--- src/rtl/bcd_serial_addsub.sv ---
// Digit-serial BCD adder/subtractor: one decimal digit per clock, LSD first.
// Optional operand digit check (err port) enabled by defining BCD_DIGIT_CHECK_EN.
module bcd_serial_addsub #(
  parameter int unsigned DIGITS = 4
) (
  input  logic                  clk,
  input  logic                  rst,
  input  logic                  start,
  input  logic                  sub,
  input  logic [4*DIGITS-1:0]   a,
  input  logic [4*DIGITS-1:0]   b,
  input  logic                  cin,
  output logic                  ready,
  output logic                  busy,
  output logic                  done,
  output logic [4*DIGITS-1:0]   result,
  output logic                  cout
`ifdef BCD_DIGIT_CHECK_EN
  ,
  output logic                  err
`endif
);

  localparam int unsigned W     = 4 * DIGITS;
  localparam int unsigned IDX_W = (DIGITS > 1) ? $clog2(DIGITS) : 1;
  localparam logic [IDX_W-1:0] LAST_IDX = IDX_W'(DIGITS - 1);

  typedef enum logic [1:0] {IDLE, RUN, DONE} state_e;

  state_e           state_q, state_d;
  logic [W-1:0]     a_q, b_q, acc_q, acc_d, result_q;
  logic [IDX_W-1:0] idx_q;
  logic             sub_q, c_q, c_d, cout_q;
  logic [3:0]       a_dig, b_dig, bd, dig;
  logic [4:0]       sum;
  logic             last_c;

  // State register
  always_ff @(posedge clk) begin
    if (rst) state_q <= IDLE;
    else     state_q <= state_d;
  end

  // Next-state logic
  always_comb begin
    state_d = state_q;
    unique case (state_q)
      IDLE:    if (start) state_d = RUN;
      RUN:     if (idx_q == LAST_IDX) state_d = DONE;
      DONE:    state_d = IDLE;
      default: state_d = IDLE;
    endcase
  end

  // Status outputs decoded from the state register
  always_comb begin
    ready = 1'b0;
    busy  = 1'b0;
    done  = 1'b0;
    unique case (state_q)
      IDLE:    ready = 1'b1;
      RUN:     busy  = 1'b1;
      DONE:    done  = 1'b1;
      default: ready = 1'b0;
    endcase
  end

  // One digit step; subtraction uses the nine's complement of b plus the seeded carry
  always_comb begin
    a_dig = '0;
    b_dig = '0;
    for (int i = 0; i < DIGITS; i++) begin
      if (idx_q == IDX_W'(i)) begin
        a_dig = a_q[4*i +: 4];
        b_dig = b_q[4*i +: 4];
      end
    end
    bd  = sub_q ? 4'(4'd9 - b_dig) : b_dig;
    sum = 5'(a_dig) + 5'(bd) + 5'(c_q);
    if (sum > 5'd9) begin
      dig = 4'(sum + 5'd6);
      c_d = 1'b1;
    end else begin
      dig = sum[3:0];
      c_d = 1'b0;
    end
    acc_d = acc_q;
    for (int i = 0; i < DIGITS; i++) begin
      if (idx_q == IDX_W'(i)) acc_d[4*i +: 4] = dig;
    end
  end

  assign last_c = (state_q == RUN) && (idx_q == LAST_IDX);

  always_ff @(posedge clk) begin
    if (rst) begin
      a_q      <= '0;
      b_q      <= '0;
      acc_q    <= '0;
      result_q <= '0;
      idx_q    <= '0;
      sub_q    <= 1'b0;
      c_q      <= 1'b0;
      cout_q   <= 1'b0;
    end else begin
      if (state_q == IDLE && start) begin
        a_q   <= a;
        b_q   <= b;
        sub_q <= sub;
        c_q   <= sub ? ~cin : cin;
        idx_q <= '0;
        acc_q <= '0;
      end else if (state_q == RUN) begin
        acc_q <= acc_d;
        c_q   <= c_d;
        if (!last_c) idx_q <= idx_q + IDX_W'(1);
      end
      if (last_c) begin
        result_q <= acc_d;
        cout_q   <= sub_q ? ~c_d : c_d;
      end
    end
  end

  assign result = result_q;
  assign cout   = cout_q;

`ifdef BCD_DIGIT_CHECK_EN
  logic bad_flag_q, err_q, bad_dig;

  assign bad_dig = (a_dig > 4'd9) || (b_dig > 4'd9);

  // Sticky non-BCD flag, published alongside the result
  always_ff @(posedge clk) begin
    if (rst) begin
      bad_flag_q <= 1'b0;
      err_q      <= 1'b0;
    end else begin
      if (state_q == IDLE && start)  bad_flag_q <= 1'b0;
      else if (state_q == RUN)       bad_flag_q <= bad_flag_q | bad_dig;
      if (last_c) err_q <= bad_flag_q | bad_dig;
    end
  end

  assign err = err_q;
`endif

endmodule

--- config.mk ---
export PLATFORM = sky130hd
export DESIGN_NAME = bcd_serial_addsub
export DESIGN_NICKNAME = d
export VERILOG_FILES = /design/src/rtl/bcd_serial_addsub.sv
export SDC_FILE = /design/constraint.sdc
export NUM_CORES = 1
export LEC_CHECK = 0
export BUFFER_PORTS_ARGS = -buffer_cell sky130_fd_sc_hd__clkbuf_2
export CAP_MARGIN = 30
export CORE_MARGIN = 2
export CORE_UTILIZATION = 46
export CTS_CLUSTER_SIZE = 25
export DETAILED_ROUTE_END_ITERATION = 10
export PLACE_DENSITY_LB_ADDON = 0.12
export SLEW_MARGIN = 10
export SYNTH_ARGS = -nofsm -noshare
export SYNTH_HDL_FRONTEND = slang
export SYNTH_SLANG_ARGS = --single-unit
--- constraint.sdc ---
create_clock -name clk -period 7.5 [get_ports clk]
set_clock_uncertainty 0.05 [all_clocks]
set_input_delay 1.5 -clock clk [delete_from_list [all_inputs] [get_ports clk]]
set_output_delay 1.5 -clock clk [all_outputs]
set_load 0.005 [all_outputs]
==> metrics.txt, run 1 <==
status finished, final reports clean; height of the chip 87.3 um; syn_nets 452; fmax 223 MHz; Slew headroom 39.3%; Routed WL per cell 14.3 um; Num Clock Sinks 67; ys async rst share 0%; most frequent cells in the layout nand2_1, dfxtp_1, a21oi_1; WP data arrival 4.70 ns; HPWL Detailed 5170 um; layout cells sized above 1 18.4%; most common cell after layout, fill and taps aside nand2_1; CP startpoint kind flip-flop; antenna-violating nets left 0; Pins Over Slew Limit 0; I/O pins 57; RSZ-0062 raised after global routing false; FP Rows 30; n_diodes 0; Setup Buffers After CTS 0; Worst path max stage delay 0.69 ns; nature of the critical path endpoint flip-flop; crit-path cells ha_1, nand3b_1, a21oi_1, a21oi_1, o21ai_0, xnor2_1, fa_1, inv_1, fa_1, xnor2_1, ha_1, a22oi_4, a31oi_4, mux2_2, o31ai_1; # setup viols final 0; Seq cells post-synth 67; CP max-delay cell ha_1; Max VDD drop 122 uV; TritonCTS clock tree done; number of synthesized flops with an enable pin 0; syn avg cell area 7.89 sq um; Setup TNS Final 0 ns; # Max-Cap Violations 0; Placer Congestion 0.822; Clock Tree Buf Depth 2; layout net count 490; largest net degree at the start of global routing 37; vias in the first global route 2,726; Synth Area in XOR/XNOR 1.65%; DR DRC count 0; Adder-Cell Fraction of Synth Area 4.79%; Starting Density 47.2%; DIE WIDTH 87.3 um; hold_buf cts 0; antenna violations before repair 0; ys flop type dfxtp_1; post-synthesis mux area share 1.29%; main combinational cell family by area after synthesis simple AND/OR/NAND/NOR gates; Critical Path RT 7.70 ns; Synth cell types 40; PortBufs 56; Via-to-Cell Ratio 5.47; Ys Warns 0; CP Max Fanout 25; iteration count of the initial detailed-routing pass 4; pwr dens 215 nW/um^2; CTS buffer count 9; core box area 6760 sq um; Tightest Pin Transition 0.910 ns; Gates resized, CTS repair 0; sequential fraction of the synthesis area 42.1%; htree depth 3; root buffer cell clkbuf_8; first-pass GRT wire length 12,900 um; Synth Area in Simple Gates 23.3%; Final Hold Vio Count 0; Tcrit/Tclk final 59.9%; worst min path class reg2reg; post-layout min period 4.49 ns; Iter 0 DRT Violations 112; CTS clk-pin slew, worst paths 0.07 ns; crit path kind reg2reg; Leakage Power 1.45 nW; Critical R2R Launch idx_q[0]$_SDFFE_PP0P_; Hold Crit Start result[0]$_SDFFE_PP0P_; dpl cell area 3490 sq um; GRT Util Overall 21.5%; Vias 2,876; Clock Latency Late Sink 0.34 ns; WL final 7540 um; crit path from idx_q[0]$_SDFFE_PP0P_; Synth Area in Compound Gates 22.2%; Congestion Overflow GR 0; P&R area growth vs syn 14.4%; design area 3650 sq um; Mapped Area 3190 sq um; Filler Cell Count 686; Synth Instances 404; Die ar. 7620 sq um
[cell type report]
| cell class | count | area (sq um) | area share, % |
|---|---|---|---|
| sequential | 67 | 1340 | 36.8 |
| inverter | 7 | 26.3 | 0.720 |
| clock buffer | 12 | 145 | 3.98 |
| timing repair buffer | 59 | 323 | 8.84 |
| clock inverter | 3 | 15.0 | 0.411 |
| tap | 80 | 100 | 2.74 |
| multi-input combinational | 298 | 1700 | 46.6 |
[path summary, 6_finish.rpt]
kind	end	slack (ns)	cells past startpoint
min	result[0]$_SDFFE_PP0P_	0.41	2
max reg2reg	acc_q[6]$_SDFFE_PP0P_	3.01	15
max	acc_q[6]$_SDFFE_PP0P_	3.01	15
min reg2reg	result[0]$_SDFFE_PP0P_	0.41	2
[where the power goes]
part / switching, mW / total [mW] / leakage (nW) / internal (mW)
sequential: 0.00877 / 0.379 / 0.546 / 0.370
combinational: 0.0933 / 0.151 / 0.814 / 0.0574
clock: 0.131 / 0.257 / 0.0860 / 0.126
[worst max-delay path: cells and delay by family, from the launching register on]
family	cells	cell delay, ns
XOR/XNOR	2	0.62
AND/OR/NAND/NOR	1	0.20
AO/OA/AOI/OAI	6	0.98
multiplexers	1	0.45
adder cells (fa/ha/maj)	4	1.63
buffers and inverters	1	0.06
flip-flops	1	0.40
[layer usage]
layer  GRT usage [%]  wire [um]  up-vias
met4            6.99        113        0
met1            27.6       3560     1327
li1                -          -     1475
met3            6.16        313       13
met2            34.7       3560       61
met5               0          0        -
[synthesized netlist by cell type (all sizes together), types with 5 or more instances]
cell     n  share of area [%]
ha       9                3.5
nor4b    6                1.6
a211oi   6                1.4
buf      5               0.67
nand3   10                1.6
xnor2    5                1.4
nor2    19                2.2
a31oi   11                2.6
a21oi   60                9.4
nor2b    5               0.98
dfxtp   67                 42
nand2   92                 11
a21o     5                1.3
nand3b   7                1.6
clkbuf  27                3.2
and2     5               0.98
o21ai   19                3.1
inv      7               0.82
[state kept, by name, summed over array words and instances, names as in the netlist]
name and count:
a_q 16, b_q 16, result 16, acc_q 12, idx_q 2, state_q 2
c_q 1, cout 1, sub_q 1
[per-stage QoR]
step | setup slack [ns] | utilization [%] | total power, mW | cells | hold slack (ns)
after global routing | 2.67 | 54.0 | 0.827 | 526 | 0.430
after global placement | 3.25 | 51.2 | 0.531 | 510 | 0.392
final | 3.01 | 54.0 | 0.786 | 526 | 0.406
after CTS | 3.04 | 54.0 | 0.793 | 526 | 0.404
after floorplan | 3.73 | - | 0.496 | 404 | 0.382
after detailed placement | 3.05 | 51.6 | 0.537 | 511 | 0.395
[cells by family after synthesis]
family / Yosys count
AOI/OAI and AO/OA: 117
adders and majority gates: 11
xor gates and xnor gates: 6
muxes: 4
buffers and inverters: 39
DFF: 67
and+or+nand+nor: 160
Power figures use the tool's default switching activity.
==> run 2, diff against run 1 <==
Clock period 7.5 ns to 4.5 ns, I/O delays scaled along.
==> metrics.txt, run 2 (synthesis results as in run 1) <==
status finished, final reports clean (unchanged); DIE WIDTH 87.3 um (unchanged); Seq pwr share 45.8% (was 48.2%); WL final 7270 um (was 7540 um); Critical R2R Launch idx_q[0]$_SDFFE_PP0P_ (unchanged); Routed WL per cell 13.6 um (was 14.3 um); fin cells 534 (was 526); # Max-Cap Violations 0 (unchanged); DR DRC count 0 (unchanged); HPWL Detailed 4980 um (was 5170 um); first-pass GRT wire length 12,300 um (was 12,900 um); iteration count of the initial detailed-routing pass 4 (unchanged); Tightest Pin Transition 0.829 ns (was 0.910 ns); Clock Tree Buf Depth 2 (unchanged); Multi-input gate area 1700 sq um (about the same); Clock Power Share 35.5% (was 32.6%); GR met2 Demand/Resource 31.3% (was 34.7%); RSZ-0062 raised after global routing false (unchanged); Vias 2,875 (was 2,876); Max VDD drop 242 uV (was 122 uV); Leakage Power 1.48 nW (was 1.45 nW); height of the chip 87.3 um (unchanged); PortBufs 56 (unchanged); Cell Count Post-Placement 518 (was 511); GRT met1 Usage 28.7% (was 27.6%); internal power 0.972 mW (was 0.553 mW); layout net count 497 (was 490); Setup Buffers After CTS 0 (unchanged); Num Clock Sinks 67 (unchanged); FP Rows 30 (unchanged); root buffer cell clkbuf_8 (unchanged); htree depth 3 (unchanged); Place WS 0.335 ns (was 3.05 ns); Final Hold Vio Count 0 (unchanged); TritonCTS clock tree done (unchanged); worst min path class reg2reg (unchanged); CP Max Fanout 17 (was 25); vias in the first global route 2,542 (was 2,726); met3 GRT Util 3.79% (was 6.16%); final worst setup slack 0.403 ns (was 3.01 ns); Filler Cell Count 647 (was 686); # setup viols final 0 (unchanged); Sw Pwr 0.405 mW (was 0.233 mW); Via-to-Cell Ratio 5.38 (was 5.47); reg2reg setup slack 0.40 ns (was 3.01 ns); reg-to-reg endpoint acc_q[10]$_SDFFE_PP0P_ (was acc_q[6]$_SDFFE_PP0P_); sw frac 29.4% (was 29.6%); Hold Crit Start result[0]$_SDFFE_PP0P_ (unchanged); most common cell after layout, fill and taps aside nand2_1 (unchanged); nature of the critical path endpoint flip-flop (unchanged); post-layout min period 4.10 ns (was 4.49 ns); most frequent cells in the layout nand2_1, dfxtp_1, a21oi_1 (unchanged); WP data arrival 4.31 ns (was 4.70 ns); pwr dens 370 nW/um^2 (was 215 nW/um^2); Tcrit/Tclk final 91.1% (was 59.9%); antenna-violating nets left 0 (unchanged); Most Crowded Layer GR met2 (unchanged); R2R depth 15 (unchanged); Pins Over Slew Limit 0 (unchanged); Die ar. 7620 sq um (unchanged); crit path kind reg2reg (unchanged); CTS buffer count 9 (unchanged); Setup TNS Final 0 ns (unchanged); I/O pins 57 (unchanged); Gate power share 18.8% (was 19.2%); Clock Latency Late Sink 0.35 ns (was 0.34 ns); GRT Util Overall 20.7% (was 21.5%); Congestion Overflow GR 0 (unchanged); Hold WS 0.399 ns (was 0.406 ns); Placer Congestion 0.809 (was 0.822); CP startpoint kind flip-flop (unchanged); layout cells sized above 1 20.5% (was 18.4%); Reg area 1340 sq um (unchanged); P&R area growth vs syn 16.6% (was 14.4%); Slew headroom 44.6% (was 39.3%); Starting Density 47.2% (unchanged); largest net degree at the start of global routing 55 (was 37); WHS Endpoint result[0]$_SDFFE_PP0P_ (unchanged); antenna violations before repair 0 (unchanged); Hold Path Cell Cnt 2 (unchanged); Critical Path RT 4.71 ns (was 7.70 ns); CTS clk-pin slew, worst paths 0.07 ns (about the same); n_diodes 0 (unchanged); core box area 6760 sq um (unchanged); fmax 244 MHz (was 223 MHz); Iter 0 DRT Violations 87 (was 112)
-- run 2: power by group through the flow --
stage               registers (mW)  clock network [mW]  logic (mW)
global route                 0.633               0.526       0.289
global placement             0.644                   0       0.253
CTS                          0.630               0.496       0.259
detailed placement           0.644                   0       0.257
finish                       0.630               0.488       0.258
floorplan                    0.639                   0       0.187
-- run 2: critical path, cell delays in order, from the launching register on --
cell     delay (ns)
dfxtp_1        0.41
inv_1          0.09
ha_1           0.41
a21oi_1        0.21
a21oi_1        0.06
o21ai_0        0.20
xnor2_1        0.11
fa_1           0.39
inv_1          0.08
fa_1           0.55
inv_1          0.18
ha_1           0.24
a22oi_4        0.11
a31oi_4        0.26
mux2_2         0.44
o31ai_1        0.23
-- run 2: worst max-delay path by stage --
| stage | slack, ns | cells past startpoint | startpoint | end |
|---|---|---|---|---|
| finish | 0.40 | 15 | idx_q[0]$_SDFFE_PP0P_ | acc_q[10]$_SDFFE_PP0P_ |
| global route | 0.05 | 16 | idx_q[1]$_SDFFE_PP0P_ | acc_q[10]$_SDFFE_PP0P_ |
| CTS | 0.30 | 16 | idx_q[1]$_SDFFE_PP0P_ | acc_q[6]$_SDFFE_PP0P_ |
| detailed placement | 0.33 | 16 | idx_q[1]$_SDFFE_PP0P_ | acc_q[2]$_SDFFE_PP0P_ |
| global placement | 0.50 | 16 | idx_q[1]$_SDFFE_PP0P_ | acc_q[10]$_SDFFE_PP0P_ |
| floorplan | 0.73 | 17 | idx_q[0]$_SDFFE_PP0P_ | acc_q[10]$_SDFFE_PP0P_ |
-- run 2: routing by layer --
layer | wire length [um] | vias to the layer above
met4 | 153 | 0
met3 | 245 | 11
met5 | 0 | -
met1 | 3630 | 1304
met2 | 3240 | 61
li1 | - | 1499
-- run 2: repair_timing --
item | CTS | global route
hold buffers | 0 | 0
setup endpoints to repair | 0 | 6
resized for setup | 0 | 1
-- run 2: stage by stage --
stage,cell area (sq um),util [%],power [mW]
6_report,3720,55.0,1.38
5_1_grt,3720,55.0,1.45
4_1_cts,3710,55.0,1.39
3_5_place_dp,3520,52.1,0.901
3_3_place_gp,3520,52.1,0.897
2_1_floorplan,3190,-,0.826
-- run 2: layout make-up --
type / instances / share of cell area (%)
well taps: 80 / 2.69
inverters: 7 / 0.707
flip-flops and latches: 67 / 36.1
repair buffers: 66 / 9.56
clock buffers: 9 / 3.33
multi-input cells: 298 / 45.8
clock inverters: 7 / 1.85
==> run 3, diff against run 2 <==
Settings changed: BUFFER_PORTS_ARGS -buffer_cell sky130_fd_sc_hd__clkbuf_2 to -buffer_cell sky130_fd_sc_hd__buf_2.
==> metrics.txt, run 3 (synthesis results as in run 1) <==
status finished, final reports clean (unchanged); PortBufs 56 (unchanged); Vias 2,897 (was 2,875); Max VDD drop 177 uV (was 242 uV); reg2reg setup slack 0.36 ns (was 0.40 ns); height of the chip 87.3 um (unchanged); Seq pwr share 46.5% (was 45.8%); sw frac 29.1% (was 29.4%); fmax 242 MHz (was 244 MHz); CP startpoint kind flip-flop (unchanged); n_diodes 0 (unchanged); Gates resized, CTS repair 0 (unchanged); root buffer cell clkbuf_8 (unchanged); Clock Latency Late Sink 0.35 ns (about the same); layout cells sized above 1 20.0% (was 20.5%); CP Max Fanout 10 (was 17); Tightest Pin Transition 0.862 ns (was 0.829 ns); Place WS 0.384 ns (was 0.335 ns); WP data arrival 4.35 ns (was 4.31 ns); first-pass GRT wire length 12,800 um (was 12,300 um); Final Util 55.2% (was 55.0%); htree depth 3 (unchanged); # Max-Cap Violations 0 (unchanged); Filler Cell Count 665 (was 647); Placer Congestion 0.815 (was 0.809); Iter 0 DRT Violations 111 (was 87); DIE WIDTH 87.3 um (unchanged); nature of the critical path endpoint flip-flop (unchanged); vias in the first global route 2,643 (was 2,542); Worst setup endpoint acc_q[2]$_SDFFE_PP0P_ (was acc_q[10]$_SDFFE_PP0P_); DR DRC count 0 (unchanged); design area 3730 sq um (was 3720 sq um); most common cell after layout, fill and taps aside nand2_1 (unchanged); Cell Count Post-Placement 518 (unchanged); Critical R2R Launch idx_q[0]$_SDFFE_PP0P_ (unchanged); Congestion Overflow GR 0 (unchanged); Final Hold Vio Count 0 (unchanged); antenna violations before repair 0 (unchanged); GRT Util Overall 21.6% (was 20.7%); Critical Path RT 4.71 ns (about the same); fin cells 534 (unchanged); crit path kind reg2reg (unchanged); pwr dens 364 nW/um^2 (was 370 nW/um^2); dpl cell area 3520 sq um (unchanged); # setup viols final 0 (unchanged); most frequent cells in the layout nand2_1, dfxtp_1, a21oi_1 (unchanged); layout net count 498 (was 497); WL final 7820 um (was 7270 um); Hold WS 0.401 ns (was 0.399 ns); Clock Tree Buf Depth 2 (unchanged); Num Clock Sinks 67 (unchanged); worst min path class reg2reg (unchanged); hold_buf cts 0 (unchanged); antenna-violating nets left 0 (unchanged); Leakage Power 1.50 nW (was 1.48 nW); final worst setup slack 0.361 ns (was 0.403 ns); Sw Pwr 0.394 mW (was 0.405 mW); CTS buffer count 9 (unchanged); I/O pins 57 (unchanged); Gate power share 19.5% (was 18.8%); largest net degree at the start of global routing 56 (was 55); HPWL Detailed 5310 um (was 4980 um); TritonCTS clock tree done (unchanged); Starting Density 47.2% (unchanged); Die ar. 7620 sq um (unchanged); reg-to-reg endpoint acc_q[2]$_SDFFE_PP0P_ (was acc_q[10]$_SDFFE_PP0P_); internal power 0.962 mW (was 0.972 mW); Setup TNS Final 0 ns (unchanged); Pins Over Slew Limit 0 (unchanged); P&R area growth vs syn 16.9% (was 16.6%); post-layout min period 4.14 ns (was 4.10 ns); crit path from idx_q[0]$_SDFFE_PP0P_ (unchanged); Clock Power Share 34.0% (was 35.5%); Slew headroom 42.4% (was 44.6%); Via-to-Cell Ratio 5.43 (was 5.38); CTS clk-pin slew, worst paths 0.07 ns (about the same); Tcrit/Tclk final 92.0% (was 91.1%); R2R depth 16 (was 15); RSZ-0062 raised after global routing false (unchanged); Overall Power 1.36 mW (was 1.38 mW); core box area 6760 sq um (unchanged); iteration count of the initial detailed-routing pass 4 (unchanged); Routed WL per cell 14.6 um (was 13.6 um); FP Rows 30 (unchanged); Setup Buffers After CTS 0 (unchanged)
==> run 3: cell types whose count changed in the layout (fill, tap and decap cells not counted), sizes merged <==
cell,previous run,this run
buf,10,67
clkbuf,65,13
clkinv,4,2
clkinvlp,2,0
bufinv,1,0
==> run 3: worst min-delay path by stage <==
stage,slack (ns),to,depth (start not counted),from
after global placement,0.39,result[0]$_SDFFE_PP0P_,2,result[0]$_SDFFE_PP0P_
after floorplan,0.38,b_q[2]$_SDFFE_PP0P_,2,b_q[2]$_SDFFE_PP0P_
after CTS,0.40,result[0]$_SDFFE_PP0P_,2,result[0]$_SDFFE_PP0P_
after detailed placement,0.39,result[0]$_SDFFE_PP0P_,2,result[0]$_SDFFE_PP0P_
final,0.40,result[0]$_SDFFE_PP0P_,2,result[0]$_SDFFE_PP0P_
after global routing,0.43,b_q[15]$_SDFFE_PP0P_,2,b_q[15]$_SDFFE_PP0P_
==> run 3: area by class of cell <==
class | instances | area (sq um) | area share (%)
tap | 80 | 100 | 2.68
timing repair buffer | 67 | 383 | 10.3
inverter | 7 | 26.3 | 0.705
sequential | 67 | 1340 | 36.0
multi-input combinational | 298 | 1700 | 45.6
clock buffer | 13 | 169 | 4.53
clock inverter | 2 | 10.0 | 0.268
==> run 3: routing by layer <==
layer	up-vias	GRT usage [%]	share of wire, %
met4	0	7.69	1.0
met5	-	0	0
met3	7	3.41	3.7
li1	1489	-	-
met1	1343	29.9	49
met2	58	34.0	46
==> run 3: power by group through the flow <==
stage / registers (mW) / clock network (mW) / logic (mW)
finish: 0.631 / 0.461 / 0.264
detailed placement: 0.645 / 0 / 0.259
global route: 0.633 / 0.495 / 0.293
floorplan: 0.639 / 0 / 0.187
global placement: 0.644 / 0 / 0.255
CTS: 0.631 / 0.467 / 0.261
==> run 3: critical path, cell delays in order, from the launching register on <==
cell and delay [ns]:
dfxtp_1 0.35, inv_1 0.09, ha_1 0.36, nand3b_1 0.12
a21oi_1 0.16, a21oi_1 0.06, o21ai_0 0.22, xnor2_1 0.11
fa_1 0.39, inv_1 0.09, fa_1 0.55, inv_1 0.19
ha_1 0.25, a22oi_4 0.12, a31oi_4 0.26, mux2_2 0.44
o31ai_1 0.25
